--- src/rtl/if_id_skid_reg.sv ---
// IF/ID pipeline register with a valid/ready handshake and a 2-entry skid buffer.
// Handshake outputs come from registered state only, so decode's ready never reaches fetch combinationally.
module if_id_skid_reg #(
  parameter int ADDR_W = 32,
  parameter int INST_W = 32,
  parameter int SIDE_W = 1,
  parameter logic [ADDR_W-1:0] RST_PC = '0
) (
  input  logic              clk,
  input  logic              rst,
  input  logic              if_valid,
  output logic              if_ready,
  input  logic [ADDR_W-1:0] if_pc,
  input  logic [INST_W-1:0] if_inst,
  input  logic [SIDE_W-1:0] if_side,
  input  logic              flush,
  output logic              id_valid,
  input  logic              id_ready,
  output logic [ADDR_W-1:0] id_pc,
  output logic [INST_W-1:0] id_inst,
  output logic [SIDE_W-1:0] id_side,
  output logic [1:0]        occupancy
);

  localparam logic [1:0] EMPTY = 2'd0;
  localparam logic [1:0] ONE   = 2'd1;
  localparam logic [1:0] FULL  = 2'd2;

  logic [1:0]        state;
  logic [ADDR_W-1:0] skid_pc;
  logic [INST_W-1:0] skid_inst;
  logic [SIDE_W-1:0] skid_side;
  logic              in_fire;
  logic              out_fire;

  assign if_ready  = (state != FULL);
  assign id_valid  = (state != EMPTY);
  assign occupancy = state;
  assign in_fire   = if_valid & if_ready;
  assign out_fire  = id_valid & id_ready;

  // Main register feeds id_* directly; skid catches the entry accepted while decode stalls.
  always_ff @(posedge clk) begin
    if (!rst) begin
      state     <= EMPTY;
      id_pc     <= RST_PC;
      id_inst   <= '0;
      id_side   <= '0;
      skid_pc   <= '0;
      skid_inst <= '0;
      skid_side <= '0;
    end else if (flush) begin
      state   <= EMPTY;
      id_pc   <= RST_PC;
      id_inst <= '0;
      id_side <= '0;
    end else begin
      case (state)
        EMPTY: begin
          if (in_fire) begin
            state   <= ONE;
            id_pc   <= if_pc;
            id_inst <= if_inst;
            id_side <= if_side;
          end
        end
        ONE: begin
          if (in_fire && !out_fire) begin
            state     <= FULL;
            skid_pc   <= if_pc;
            skid_inst <= if_inst;
            skid_side <= if_side;
          end else if (!in_fire && out_fire) begin
            state <= EMPTY;
          end else if (in_fire && out_fire) begin
            id_pc   <= if_pc;
            id_inst <= if_inst;
            id_side <= if_side;
          end
        end
        FULL: begin
          if (out_fire) begin
            state   <= ONE;
            id_pc   <= skid_pc;
            id_inst <= skid_inst;
            id_side <= skid_side;
          end
        end
        default: state <= EMPTY;
      endcase
    end
  end

endmodule
--- config.mk ---
export PLATFORM = sky130hd
export DESIGN_NAME = if_id_skid_reg
export DESIGN_NICKNAME = d
export VERILOG_FILES = /design/src/rtl/if_id_skid_reg.sv
export SDC_FILE = /design/constraint.sdc
export NUM_CORES = 1
export LEC_CHECK = 0
export ABC_CLOCK_PERIOD_IN_PS = 2570
export BUFFER_PORTS_ARGS = -buffer_cell sky130_fd_sc_hd__buf_4
export CELL_PAD_IN_SITES_DETAIL_PLACEMENT = 0
export CELL_PAD_IN_SITES_GLOBAL_PLACEMENT = 1
export CORE_MARGIN = 8
export CORE_UTILIZATION = 36
export DETAILED_ROUTE_END_ITERATION = 6
export PLACE_DENSITY = 0.75
export SYNTH_ARGS = -nofsm -noshare
export SYNTH_HDL_FRONTEND = slang
export SYNTH_SLANG_ARGS = --single-unit
--- constraint.sdc ---
create_clock -name clk -period 2.57 [get_ports clk]
set_input_delay 0.514 -clock clk [delete_from_list [all_inputs] [get_ports clk]]
set_output_delay 0.514 -clock clk [all_outputs]
set_load 0.05 [all_outputs]
# Word level (Yosys, flattened, before mapping)
# Index checks and enable logic that the tools add are counted.
[totals]
elab_cells = 55
mem_bits_ro = 0
ram_bits = 0
reg_bits = 132
latch_bits = 0
n_memories = 0
[op_classes]
n_lt_le_gt_ge = 0
div = 0
n_eq_ne = 9
n_mux = 23
n_bitwise = 4
multipliers = 0
reduce_logical = 12
add_sub_neg = 0
n_shift = 0
[ops]
columns = ["cell", "count"]
rows = [
  ["$mux 32", 10],
  ["$pmux 32 s3", 2],
  ["$ne 2x2->1 const B", 6],
  ["$mux 2", 4],
  ["$pmux 2 s3", 1],
  ["$reduce_and 3->1", 2],
  ["$reduce_and 6->1", 1],
  ["$mux 1", 5],
  ["$logic_and 1x1->1", 3],
  ["$ne 3x3->1 const B", 1],
  ["$pmux 1 s3", 1],
  ["$reduce_bool 3->1", 1],
  ["$and 1x1->1", 2],
  ["$eq 2x1->1 const B", 1],
  ["$eq 2x2->1 const B", 1],
  ["$logic_not 1->1", 2],
  ["$logic_not 2->1", 1],
  ["$not 1->1", 2],
  ["$reduce_bool 2->1", 1],
  ["$reduce_or 2->1", 1],
]

# Logic depth before layout (Yosys ltp)
[depth]
ltp_word = 7
mapped_depth = 14
ltp_nobuf = 8

# Worst setup path after synthesis
# No wires, ideal clock.
[synth_path]
path_type = "register to register"
from = "reg state[0] (netlist: occupancy[0])"
to = "reg id_inst[29]"
period_less_slack_ns = 3.269
stages_incl_launch_ff = 12
setup_ns = 0.145
t_arrival_ns = 3.124
path_slack_ns = -0.699
n_path_buf = 5
cell_sequence = "dfxtp_1 nand2b_1 buf_2 buf_2 buf_2 nand2_1 ha_1 or4b_4 mux2i_4 buf_6 buf_2 a211oi_1"
[synth_between]
elab_chain_cells = 6
[synth_lines]
columns = ["element", "line_no", "source"]
rows = [
  ["start: declaration", "29", "logic [1:0] state;"],
  ["start signal: assignment", "45", "state <= EMPTY;"],
  ["start signal: assignment", "53", "state <= EMPTY;"],
  ["start signal: assignment", "61", "state <= ONE;"],
  ["$ne 2x2->1 (*)", "36", "assign if_ready = (state != FULL);"],
  ["net if_ready", "12", "output logic if_ready,"],
  ["$and 1x1->1 (*)", "39", "assign in_fire = if_valid & if_ready;"],
  ["$logic_not 1->1", "73", "end else if (!in_fire && out_fire) begin"],
  ["$logic_and 1x1->1", "73", ""],
  ["$ne 2x2->1 (no source line)", "-", ""],
  ["$reduce_and 6->1 (no source line) (*)", "-", ""],
  ["end signal: assignment", "63", "id_inst <= if_inst;"],
  ["end signal: assignment", "77", "id_inst <= if_inst;"],
  ["end signal: assignment", "85", "id_inst <= skid_inst;"],
  ["end: declaration", "20", "output logic [INST_W-1:0] id_inst,"],
]
# Mark *: on every way through the listed nets, which the timed path passes. The rest lies on a longest branch.
# A chain may end at the register's enable or synchronous reset.

# Worst setup path in the final report
[layout_path]
from = "reg state[1] (netlist: occupancy[1])"
to = "reg id_inst[26]"
[layout_between]
elab_chain_cells = 6
[layout_lines]
columns = ["element", "line_no"]
rows = [
  ["$ne 2x2->1 / $reduce_bool 2->1 (equally long branches)", "36, 37"],
  ["$and 1x1->1 (on tied branches)", "39, 40"],
  ["$logic_not 1->1 (on tied branches)", "73, 68"],
  ["$logic_and 1x1->1 (on tied branches)", "73, 68"],
  ["$ne 2x2->1 (no source line)", "-"],
  ["$reduce_and 6->1 (no source line)", "-"],
]
# Parallel ways exist; a longest one is shown, timed or not.

==> results.toml <==
[layout]
areaGrowthSynthToFinish_pct = 35.41
final_util_pct = 49.92
drive_gt1_share_pct = 32.37
diodes = 0
nFillCells = 1419
layout.nets = 789
mostFrequentLayoutCell = "buf_4"
multi_input_area_mm2 = 0.002754
layout.cells.most_common_list = "buf_4 (144), nand2_1 (131), dfxtp_1 (130), mux2i_1 (66), nor2_1 (66)"
regArea_mm2 = 0.002650

[critical_path]
crit-reg2reg-launch = "occupancy[1]"
reg2reg_to = "id_inst[26]"
cpMaxStageDelayCell = "or4b_4"
path_class = "register to register"
path_max_fanout = 18
startpoint_type = "register"
worstPathRequired_ns = 2.90
crit_path_cell_trace = "or2_4, and2_1, ha_1, or4b_4, mux2i_4, buf_12, clkbuf_16, nor2_1, a211oi_1"
slowest_delay_ns = 0.53
rrSetupSlack_ns = 0.09
arrival_ns = 2.82
end_kind = "register"
reg2regPathDepth = 9

[clocking]
cts_tree = "done"
clock-sinks = 132
clk_pin_slew_ns = 0.06
htreeDepth = 4
numCtsBuffers = 17
insertion_delay_ns = 0.42
cts_root_buf = "clkbuf_16"
cts_buffer_depth = 2

[die]
ios = 139
die_w_um = 141.0
die_area_mm2 = 0.01988
initial_core_util_pct = 36.87
die_h_um = 141.0
rows = 45
core_area_mm2 = 0.01526

[routing]
route.detailed.drc = 0
firstDrtPassIters = 4
vias = 4641
drt-initial-drc-count = 179
wl_per_cell_um = 16.91
wirelength_um = 15890
drtAntennaViolNets = 0
vias_per_cell = 4.937

[logic_synthesis]
synth_top_area_share_pct = 46.98
ys_types = 22
synthTopCellsByArea = "dfxtp_1 (47%), mux2i_1 (12%), a211oi_2 (8.9%)"
ys_seq_elements = 132
syn-num-nets = 668
yosysTopAreaCell = "dfxtp_1"
synth_area_per_cell_um2 = 9.454
synth.yosys.seq_area_share_pct = 46.98
synth_warnings = 0
synth_area_mm2 = 0.005625
synth_cells = 595

[hold_path]
min_path_cells = 3
holdCritPathClass = "input port to register"
holdPathEnd = "skid_inst[13]"
worstHoldStart = "if_inst[13]"

[global_routing]
grt_max_degree = 71
grt_pass1_wl_um = 24500
antenna_found_initial = 0
grt_use_total_pct = 15.47
first_global_vias = 4740
grt-ovfl-total = 0

[sta]
report.final.slew_viol_count = 0
hold_viol_final = 0
fmax_mhz = 402.5
finalSetupViolCount = 0
tightest_slew_ns = 0.7095
fin_skew_ns = 0.01071
finalCriticalPeriod_ns = 2.485
finalSetupTns_ns = 0
maxSlewHeadroom_pct = 52.70
fin_crit_sh_pct = 96.68

[place]
io_buffers = 138
hpwl_um = 9788
gp_congestion = 0.7422

[pwr]
ir_drop_mv = 0.4344
power_density_mw_per_mm2 = 731.5
power_leakage_uw = 0.003381

[status]
status = "finished clean"

[run]
maxCapViolCount = 0
-- layer usage --
metal  track usage, %  share of wire [%]  up-vias
met2            24.81                 47      116
met3            5.807                6.9       21
met5                0                  0        -
li1                 -                  -     2279
met4            5.995                1.5        0
met1            18.42                 45     2225
-- synth_stat cells --
cell,instances
or4b_4,1
nor2_1,66
a21oi_1,1
inv_1,2
dfxtp_1,132
a211oi_1,26
or3_1,1
ha_1,3
buf_6,5
and2_1,1
mux2i_4,1
buf_2,12
buf_4,3
a211oi_2,40
a21boi_0,65
nor2b_1,1
nand2b_1,3
clkbuf_1,31
mux2i_1,66
nor3_1,2
or2_2,1
nand2_1,132
-- critical path: cells and delay by family, from the launching register on --
| family | cells | cell delay, ns |
|---|---|---|
| compound gates | 1 | 0.20 |
| mux | 1 | 0.23 |
| simple gates | 4 | 1.03 |
| flops | 1 | 0.38 |
| buf+inv | 2 | 0.37 |
| fa+ha+maj | 1 | 0.19 |
-- stage by stage --
step / setup WS [ns] / area [µm²] / std cells / hold WS (ns) / total power, µW
2_1_floorplan: 0.009410 / 5687 / 595 / 0.4428 / 2624
3_3_place_gp: 0.1345 / 6832 / 903 / 0.4504 / 2849
3_5_place_dp: 0.03861 / 6832 / 903 / 0.4565 / 2861
4_1_cts: 0.03613 / 7498 / 935 / 0.3345 / 5594
5_1_grt: -0.02383 / 7617 / 940 / 0.3482 / 5778
6_report: 0.08535 / 7617 / 940 / 0.3507 / 5572
-- final cells by class --
type | instances | area share (%)
clock buffers | 20 | 6.143
well taps | 211 | 3.466
multi-input cells | 410 | 36.15
clock inverters | 12 | 2.612
flip-flops and latches | 132 | 34.79
inverters | 2 | 0.09855
repair buffers | 153 | 16.74
-- timing repair --
action	CTS	global route
gates resized for setup	0	6
hold buffers	0	0
setup buffers	0	1
hold endpoints to repair	0	0
setup endpoints to repair	0	34
-- sequential cells by signal, summed over array words and instances (netlist names) --
name and cells:
skid_inst 32, id_side 1, skid_side 1, id_inst 32
skid_pc 32, occupancy 2, id_pc 32
-- where the power goes --
| group | total, µW | switching (µW) | internal [µW] |
|---|---|---|---|
| registers | 2150 | 39.3 | 2110 |
| clock network | 2720 | 913 | 1810 |
| logic | 705 | 438 | 267 |
| total | 5570 | 1390 | 4180 |
-- how the worst max path moves through the flow --
stage,cells after the start,slack (ns),to,startpoint
after global placement,8,0.13,id_inst[26],occupancy[1]
after detailed placement,8,0.04,id_inst[26],occupancy[1]
final,9,0.09,id_inst[26],occupancy[1]
after global routing,9,-0.02,id_inst[25],occupancy[1]
after floorplan,14,0.009,id_inst[0],occupancy[1]
after CTS,8,0.04,id_inst[26],occupancy[1]
-- kinds of logic (layout without fill, tap and decap cells) --
logic type | after synthesis | after routing | share of synthesized area (%)
AO/OA/AOI/OAI | 132 | 132 | 21.13
adder cells (fa/ha/maj) | 3 | 3 | 0.6673
buffers and inverters | 53 | 187 | 4.671
flip-flops | 132 | 132 | 46.98
multiplexers | 67 | 67 | 12.14
AND/OR/NAND/NOR | 208 | 208 | 14.41
Power figures use the tool's default switching activity.
